$ cat config.mk
export PLATFORM = sky130hd
export DESIGN_NAME = match_scoreboard
export DESIGN_NICKNAME = d
export VERILOG_FILES = /design/src/rtl/tow_pkg.sv /design/src/rtl/seg7_digit.sv /design/src/rtl/match_scoreboard.sv
export SDC_FILE = /design/constraint.sdc
export NUM_CORES = 1
export LEC_CHECK = 0
export ABC_AREA = 1
export BUFFER_PORTS_ARGS = -buffer_cell sky130_fd_sc_hd__buf_2
export CAP_MARGIN = 30
export CELL_PAD_IN_SITES_DETAIL_PLACEMENT = 0
export CELL_PAD_IN_SITES_GLOBAL_PLACEMENT = 1
export CORE_MARGIN = 5
export CORE_UTILIZATION = 37
export CTS_BUF_LIST = sky130_fd_sc_hd__clkbuf_8
export DETAILED_ROUTE_END_ITERATION = 8
export PLACE_DENSITY = 0.85
export SLEW_MARGIN = 30
export SYNTH_ARGS = -nofsm -noshare
export SYNTH_HDL_FRONTEND = slang
export SYNTH_SLANG_ARGS = --single-unit
$ cat constraint.sdc
create_clock -name clk -period 1.5 [get_ports clk]
set_clock_uncertainty 0.2 [all_clocks]
set_input_delay 0.225 -clock clk [delete_from_list [all_inputs] [get_ports clk]]
set_output_delay 0.225 -clock clk [all_outputs]
set_load 0.05 [all_outputs]
$ cat src/rtl/tow_pkg.sv
// Shared types and seven-segment glyphs for the tug-of-war match logic.
// Segment constants are active-low, bit order gfedcba.
package tow_pkg;

  typedef enum logic [1:0] {
    PLAY       = 2'd0,
    HOLD       = 2'd1,
    MATCH_OVER = 2'd2
  } sb_state_t;

  localparam logic [6:0] SEG_0     = 7'b1000000;
  localparam logic [6:0] SEG_1     = 7'b1111001;
  localparam logic [6:0] SEG_2     = 7'b0100100;
  localparam logic [6:0] SEG_3     = 7'b0110000;
  localparam logic [6:0] SEG_4     = 7'b0011001;
  localparam logic [6:0] SEG_5     = 7'b0010010;
  localparam logic [6:0] SEG_6     = 7'b0000010;
  localparam logic [6:0] SEG_7     = 7'b1111000;
  localparam logic [6:0] SEG_8     = 7'b0000000;
  localparam logic [6:0] SEG_9     = 7'b0010000;
  localparam logic [6:0] SEG_BLANK = 7'b1111111;

endpackage

$ cat src/rtl/seg7_digit.sv
// Decimal digit to active-low seven-segment pattern; out-of-range values blank.
module seg7_digit
  import tow_pkg::*;
(
  input  logic [3:0] value,
  output logic [6:0] seg
);

  always_comb begin
    seg = SEG_BLANK;
    case (value)
      4'd0:    seg = SEG_0;
      4'd1:    seg = SEG_1;
      4'd2:    seg = SEG_2;
      4'd3:    seg = SEG_3;
      4'd4:    seg = SEG_4;
      4'd5:    seg = SEG_5;
      4'd6:    seg = SEG_6;
      4'd7:    seg = SEG_7;
      4'd8:    seg = SEG_8;
      4'd9:    seg = SEG_9;
      default: seg = SEG_BLANK;
    endcase
  end

endmodule

$ cat src/rtl/match_scoreboard.sv
// Round-win detection, per-side scoring, hold-then-recentre pulse and match end.
// Scores and digits update on the win edge; next_round fires HOLD_CYCLES edges later.
module match_scoreboard
  import tow_pkg::*;
#(
  parameter int WIN_SCORE   = 7,
  parameter int HOLD_CYCLES = 4,
  parameter int SCORE_W     = 4
) (
  input  logic       clk,
  input  logic       reset,
  input  logic       L,
  input  logic       R,
  input  logic       left_end,
  input  logic       right_end,
  output logic       next_round,
  output logic [6:0] hex1,
  output logic [6:0] hex0,
  output logic       match_over,
  output logic       winner_left
);

  localparam int HOLD_W = (HOLD_CYCLES > 1) ? $clog2(HOLD_CYCLES) : 1;
  localparam logic [HOLD_W-1:0]  HOLD_LOAD = HOLD_W'(HOLD_CYCLES - 1);
  localparam logic [SCORE_W-1:0] WIN_VAL   = SCORE_W'(WIN_SCORE);

  sb_state_t          state;
  logic [SCORE_W-1:0] left_score;
  logic [SCORE_W-1:0] right_score;
  logic [HOLD_W-1:0]  hold_cnt;

  logic               left_win;
  logic               right_win;
  logic [SCORE_W-1:0] left_inc;
  logic [SCORE_W-1:0] right_inc;

  // Simultaneous presses cancel, so at most one of these is ever set.
  assign left_win  = left_end  & L & ~R;
  assign right_win = right_end & R & ~L;
  assign left_inc  = left_score  + SCORE_W'(1);
  assign right_inc = right_score + SCORE_W'(1);

  always_ff @(posedge clk or negedge reset) begin
    if (!reset) begin
      state       <= PLAY;
      left_score  <= '0;
      right_score <= '0;
      hold_cnt    <= '0;
      next_round  <= 1'b0;
      match_over  <= 1'b0;
      winner_left <= 1'b0;
    end else begin
      next_round <= 1'b0;
      case (state)
        PLAY: begin
          if (left_win) begin
            left_score <= left_inc;
            if (left_inc == WIN_VAL) begin
              state       <= MATCH_OVER;
              match_over  <= 1'b1;
              winner_left <= 1'b1;
            end else begin
              state    <= HOLD;
              hold_cnt <= HOLD_LOAD;
            end
          end else if (right_win) begin
            right_score <= right_inc;
            if (right_inc == WIN_VAL) begin
              state       <= MATCH_OVER;
              match_over  <= 1'b1;
              winner_left <= 1'b0;
            end else begin
              state    <= HOLD;
              hold_cnt <= HOLD_LOAD;
            end
          end
        end
        HOLD: begin
          if (hold_cnt == '0) begin
            state      <= PLAY;
            next_round <= 1'b1;
          end else begin
            hold_cnt <= hold_cnt - HOLD_W'(1);
          end
        end
        MATCH_OVER: begin
          state <= MATCH_OVER;
        end
        default: begin
          state <= PLAY;
        end
      endcase
    end
  end

  seg7_digit u_left_digit (
    .value (left_score),
    .seg   (hex1)
  );

  seg7_digit u_right_digit (
    .value (right_score),
    .seg   (hex0)
  );

endmodule
* Word level (Yosys, flattened, before mapping)
Memories as Yosys holds them, arrays and structs flattened. Index checks and enable logic that the tools add are counted.
Word-level totals: register bits after elaboration 15, ROM bits 224, input bits 6, output and inout bits 17, word-level logic and storage cells 60, memories kept 2
Memory list:
- (name not given) | words 16, width 7, read ports 1, clocked after Yosys merged registers in 0, wr ports 0, RTL line seg7_digit.sv:11 | case (value)
- (name not given) | words 16, width 7, read ports 1, clocked after Yosys merged registers in 0, wr ports 0, RTL line seg7_digit.sv:11
Operators by class: add/sub/neg operators 3, equal/unequal tests 10, multiplexer cells 21, bitwise gates (word level) 7, reductions and logical operators 10
Operator list (count):
- $mux 2 | 10
- $mux 1 | 9
- $ne 3x3->1 const B | 3
- $add 4x1->4 const B | 2
- $eq 4x3->1 const B | 2
- $pmux 2 s3 | 1
- $reduce_bool 2->1 | 3
- $reduce_and 5->1 | 1
- $and 1x1->1 | 4
- $logic_not 2->1 | 2
- $ne 2x2->1 const B | 2
- $pmux 2 s2 | 1
- $reduce_and 2->1 | 2
- $reduce_and 4->1 | 1
- $not 1->1 | 3
- $reduce_and 3->1 | 1
- $eq 2x1->1 const B | 1
- $eq 2x2->1 const B | 1
- $ne 2x1->1 const B | 1
- $sub 2x1->2 const B | 1

* Longest topological paths before layout
Gate-level depths: netlist (run 1).
word-level depth 6, gate-level depth with buffers 10, gate-level depth less buffers 10

* By module
Synthesis (run 1) repeated with hierarchy kept, for this count alone.
Unflattened totals: cells, all modules 167, area total of the unflattened synthesis 1191.1 um2
Modules (own cells, without submodules):
- match_scoreboard | instances 1, cells an instance 97, area an instance 815.8 um2, seq. area each 375.4 um2
- seg7_digit | instances 2, cells an instance 35, area an instance 187.7 um2, seq. area each 0.0 um2

* Worst setup path after synthesis (run 1)
Ideal clock, no wire load.
path kind register -> output, start point register right_score[0], end point output hex0[3], arrival 2.028 ns, required time 1.075 ns, path slack -0.953 ns, stages on the path, launching flop included 6, buffers on the path 0, path through dfrtp_1 > inv_1 > ha_1 > nand2_1 > inv_1 > o21ai_0
Between the ends: cells in the longest elaborated chain, start to end 1
RTL lines:
- from (decl) | RTL line match_scoreboard.sv:29 | logic [SCORE_W-1:0] right_score;
- from (signal assigned) | RTL line match_scoreboard.sv:67 | right_score <= right_inc;
- $mem_v2 16x7
- to (decl) | RTL line match_scoreboard.sv:18 | output logic [6:0] hex0,
Every way passes these cells.

* Final worst setup path (run 1)
start point register left_score[1], end point output hex1[5]
Between the ends: cells in the longest elaborated chain, start to end 1
RTL lines:
- from (decl) | RTL line match_scoreboard.sv:28 | logic [SCORE_W-1:0] left_score;
- from (signal assigned) | RTL line match_scoreboard.sv:57 | left_score <= left_inc;
- $mem_v2 16x7
- to (decl) | RTL line match_scoreboard.sv:17 | output logic [6:0] hex1,
Every way passes these cells.

==> impl_metrics.yaml, run 1 <==
outcome:
  status: "finished with violations"
  violations: "setup timing"
logic_synthesis:
  synth_cell_types: 23
  yosysMostFrequentCell: "nand2_1"
  synth_fp_nets: 171
  yosysTopAreaCellShare: 0.324
  avgSynthCellArea_um2: 7.62
  synth_top_area_cell: "dfrtp_1"
  syn_inst: 152
  ys.warnings.count: 0
  synthArstFlopShare: 1.00
  synth_edf_count: 0
  synthTopCellsByCount: "37 x nand2_1, 20 x inv_1, 17 x o21ai_0, 15 x dfrtp_1, 13 x ha_1"
  synth_ff_type: "dfrtp_1"
  synthTopCellsByArea: "dfrtp_1 32%, ha_1 14%, nand2_1 12%"
  seq_area_frac_synth: 0.324
  synth-seq-cells: 15
  synthesis.area_um2: 1160
layout:
  stdcell_area_um2: 2100
  regArea_um2: 384
  layout-drive-gt1-share: 0.602
  num-nets-final: 226
  area_growth_pct: 81.5
  n_antenna_cell: 0
  fillerInstances: 217
  multi_input_area_um2: 1030
worst_hold_path:
  worstHoldPathType: "input port to flip-flop"
  worstHoldStart: "L"
sta:
  holdWs_ns: 0.185
  period_share: 1.26
  setup_ws_ns: -0.390
  setup_violations: 20
  rsz0062_at_grt: "yes"
  max_slew.worst_pin.slew_ns: 0.327
  fin_crit_ns: 1.89
  finalHoldViolCount: 0
  timing.slew.headroom: 0.782
  timing.fmax_ghz: 0.529
  slew_violations: 0
setup_path:
  critPathKind: "flip-flop to output pin"
  path_cells: "inv_4 > ha_4 > o21a_1 > o21ai_4 > buf_8"
  critPathCaptureType: "output pin"
  path_max_fanout: 5
  cp_slowest_cell: "dfrtp_2"
  worstPathRequired_ns: 1.07
  arrival_ns: 1.46
  path_buf_inv: 2
  worstSetupStartpointType: "flip-flop"
  max_stage_delay_ns: 0.45
  cp_top_family: "flip-flops"
  critPathLaunch: "left_score[1]$_DFFE_PN0P_"
  r2r_start: "right_score[0]$_DFFE_PN0P_"
die:
  core_um2: 3030
  fp.dieW_um: 66.0
  initial_core_util: 0.383
  num_io_pins: 23
  fp.dieArea_um2: 4350
  placementRows: 20
  die_h_um: 66.0
cts:
  cts_buffers: 3
  cts_tree: "done"
  cts_buffer_depth: 2
  cts_sinks: 15
  clockRootBuffer: "clkbuf_8"
  cts_max_level: 1
  clk_latency_ns: 0.25
  clk_pin_slew_worst_paths_ns: 0.06
global_route:
  grt_pass1_wl_um: 5020
  grt_max_degree: 16
  grt_pass1_vias: 1214
  antenna_found_initial: 0
  grt_overflow: 0
  gr-usage-all-layers: 0.143
route:
  drt_first_pass_iters: 4
  drtIter0Drc: 32
  routedWlPerCell_um: 12.8
  ant_nets: 0
  viasPerCell: 4.91
  wirelength_um: 3190
  drc: 0
  via_count: 1228
placed_design:
  port_buffers: 22
  dp_hpwl_um: 2180
  place_area_um2: 1670
  place.gp.congestion: 0.789
flow_run:
  cap_violations: 0
[cell type report]
class                      count  area share
clock buffer                   3      0.0196
clock inverter                 1     0.00238
inverter                      22      0.0476
multi-input combinational    113       0.488
sequential                    15       0.183
tap                           44      0.0262
timing repair buffer          52       0.234
[placed cells by master (no fill, tap or decap), drive strengths merged]
cell,n
a21oi,3
a31o,1
buf,51
clkbuf,3
clkinv,1
dfrtp,15
dlygate4sd3,1
ha,13
inv,22
nand2,42
nand3,14
nand4,5
nor2,11
nor3,1
nor4,1
o21a,1
o21ai,18
o31ai,1
xor2,2
[kinds of logic after synthesis]
logic type	count (synthesis)	share of synthesized area
AOI/OAI and AO/OA	24	0.111
xor gates and xnor gates	2	0.0151
adders and majority gates	13	0.140
buffers and inverters	24	0.0907
DFF	15	0.324
and+or+nand+nor	74	0.319
[through the flow]
| step | setup TNS, ns | setup WS [ns] | utilization | cells |
|---|---|---|---|---|
| final | -5.66 | -0.390 | 0.695 | 250 |
| after global routing | -6.82 | -0.432 | 0.695 | 250 |
| after CTS | -5.66 | -0.368 | 0.655 | 246 |
| after detailed placement | -2.74 | -0.265 | 0.550 | 234 |
| after global placement | -2.11 | -0.195 | 0.550 | 234 |
| after floorplan | -1.08 | -0.143 | - | 152 |
[final timing paths]
check | slack [ns] | endpoint | depth (start not counted)
max in group asynchronous | 0.63 | left_score[0]$_DFFE_PN0P_ | 2
max reg2reg | -0.23 | winner_left$_DFFE_PN0P_ | 11
min in group asynchronous | 0.21 | left_score[3]$_DFFE_PN0P_ | 2
min reg2reg | 0.25 | match_over$_DFFE_PN0P_ | 2
min | 0.18 | right_score[0]$_DFFE_PN0P_ | 4
max | -0.39 | hex1[5] | 5
[state kept, by name, indices dropped and copies added, names as in the netlist]
register     count
winner_left      1
right_score      4
hold_cnt         2
state            2
match_over       1
next_round       1
left_score       4
[worst reg2reg max path: stages, from the launching register on]
cell and delay, ns:
dfrtp_2 0.48, inv_4 0.12, buf_4 0.11, buf_4 0.12
ha_4 0.13, nand3_2 0.09, nor2_4 0.10, nand2_1 0.07
nand2_1 0.06, nand2_1 0.06, nand2_1 0.06, nand2_1 0.04
[what timing repair did]
item,in CTS,in global routing
resized for setup,59,22
pin swaps,15,13
hold buffers,1,0
buffers inserted,7,4
endpoints found under the hold margin,15,0
setup endpoints to repair,20,20
[layer usage]
layer,track usage,share of wire
met1,0.153,0.40
met5,0,0
met4,0.0406,0.0085
met2,0.282,0.55
met3,0.0255,0.032
Power of run 1 is not shown: default switching activity piles up to over one toggle a cycle in this logic, so the estimate is an artifact.
==> run 2, diff against run 1 <==
- SETUP_SLACK_MARGIN: default -> 0.02
==> run 2 against run 1 <==
  * The flow still finishes with violations (setup timing)
  * Sequential cell count unchanged
  * Count of clock-buffer cells in the layout stayed put
  * Critical path depth increased by 1
  * Utilization down 4.7 points
  * Worst setup slack better by 0.034 ns
  * Final cell count fell by 2.8%
  * First-iteration DRC count fell by 3.1%
  * Highest routed layer unchanged
==> impl_metrics.yaml, run 2 (synthesis gave the netlist of run 1 again) <==
layout:
  n_antenna_cell: 0
  final_cell_mix: "29 x nand2_1, 17 x buf_4, 15 x buf_6, 12 x inv_1, 10 x nand3_1"
  top_regs: "left_score: 4 flops, right_score: 4 flops"
  final_common_cell: "nand2_1"
  fillerInstances: 248
  area_growth_pct: 69.3
  fin_cells: 243
  num-nets-final: 219
  final_core_util: 0.648
  layout-drive-gt1-share: 0.568
flow_run:
  cap_violations: 0
sta:
  max_slew.worst_pin.slew_ns: 0.331
  finalHoldViolCount: 0
  slew_violations: 0
  rsz0062_at_grt: "yes"
  final.setup.tns_ns: -5.18
  timing.fmax_ghz: 0.539
  holdWs_ns: 0.185
  period_share: 1.24
  fin_crit_ns: 1.86
  setup_ws_ns: -0.355
  timing.slew.headroom: 0.780
  setup_violations: 20
setup_path:
  critPathCaptureType: "output pin"
  worstSetupStartpointType: "flip-flop"
  path_max_fanout: 4
  rrSetupSlack_ns: -0.17
  arrival_ns: 1.43
  worstPathRequired_ns: 1.07
  critPathKind: "flip-flop to output pin"
global_route:
  antenna_found_initial: 0
  gr-usage-all-layers: 0.140
  grt_max_degree: 16
  grt_overflow: 0
  grt_pass1_wl_um: 4870
  grt_pass1_vias: 1164
outcome:
  violations: "setup timing"
  status: "finished with violations"
die:
  core_um2: 3030
  die_h_um: 66.0
  placementRows: 20
  num_io_pins: 23
  initial_core_util: 0.383
  fp.dieArea_um2: 4350
  fp.dieW_um: 66.0
cts:
  cts_max_level: 1
  clk_pin_slew_worst_paths_ns: 0.06
  cts_sinks: 15
  clockRootBuffer: "clkbuf_8"
  clk_latency_ns: 0.24
  cts_buffer_depth: 2
  cts_buffers: 3
  cts_tree: "done"
route:
  viasPerCell: 4.63
  drtIter0Drc: 31
  wirelength_um: 2690
  routedWlPerCell_um: 11.1
  drc: 0
  ant_nets: 0
  drt_first_pass_iters: 4
  via_count: 1124
placed_design:
  port_buffers: 22
  place.gp.congestion: 0.798
  dp_hpwl_um: 2190
  placed_cells: 234
worst_hold_path:
  worstHoldPathType: "input port to flip-flop"
## run 2: cell types whose count changed in the layout (fill, tap and decap cells not counted), moves of 2 or more
cell     delta
buf_6       +4
ha_1        -2
o21ai_2     -2
nand2_4     -5
buf_4       -6
o21ai_0     +2
ha_2        +4
inv_4       -2
nand3_1     +2
nand3_2     -2
nand2_2     +4
inv_2       +4
buf_8       -6
ha_4        -2
## run 2: final timing paths
kind | from | to | cells past startpoint
worst max-delay path | right_score[1]$_DFFE_PN0P_ | hex0[3] | 6
worst min-delay path | R | left_score[0]$_DFFE_PN0P_ | 4
worst max register to register | right_score[0]$_DFFE_PN0P_ | winner_left$_DFFE_PN0P_ | 10
worst min register to register | match_over$_DFFE_PN0P_ | match_over$_DFFE_PN0P_ | 2
max in group asynchronous | reset | left_score[1]$_DFFE_PN0P_ | 2
min in group asynchronous | reset | hold_cnt[0]$_DFFE_PN0P_ | 2
## run 2: metal layers
layer	global-route usage	up-vias	wire length (µm)
met3	0.0289	2	101
met1	0.152	514	1070
met4	0.0330	0	8
met5	0	-	0
met2	0.273	19	1510
li1	-	589	-
## run 2: cell type report
class / count / area [µm²] / area share
flip-flops and latches: 15 / 383 / 0.195
clock buffers: 3 / 41.3 / 0.0210
inverters: 22 / 95.1 / 0.0485
repair buffers: 45 / 422 / 0.215
multi-input cells: 113 / 962 / 0.490
well taps: 44 / 55.1 / 0.0281
clock inverters: 1 / 3.75 / 0.00191
## run 2: timing repair
item,in CTS,in global routing
pin swaps,11,8
endpoints found under the setup margin,20,21
buffers inserted,3,1
hold buffers,1,0
gates resized for setup,50,9
hold endpoints to repair,15,0
## run 2: critical path: stages (launching register included)
cell	delay (ns)
dfrtp_2	0.47
inv_4	0.12
ha_4	0.22
nand2_4	0.06
inv_2	0.04
o21ai_4	0.11
buf_6	0.17
## run 2: stage by stage
stage | cell area, µm² | setup slack (ns)
floorplan | 1360 | -0.143
global placement | 1670 | -0.162
detailed placement | 1670 | -0.193
CTS | 1910 | -0.348
global route | 1960 | -0.410
finish | 1960 | -0.355
Power of run 2 is left out for the same reason.
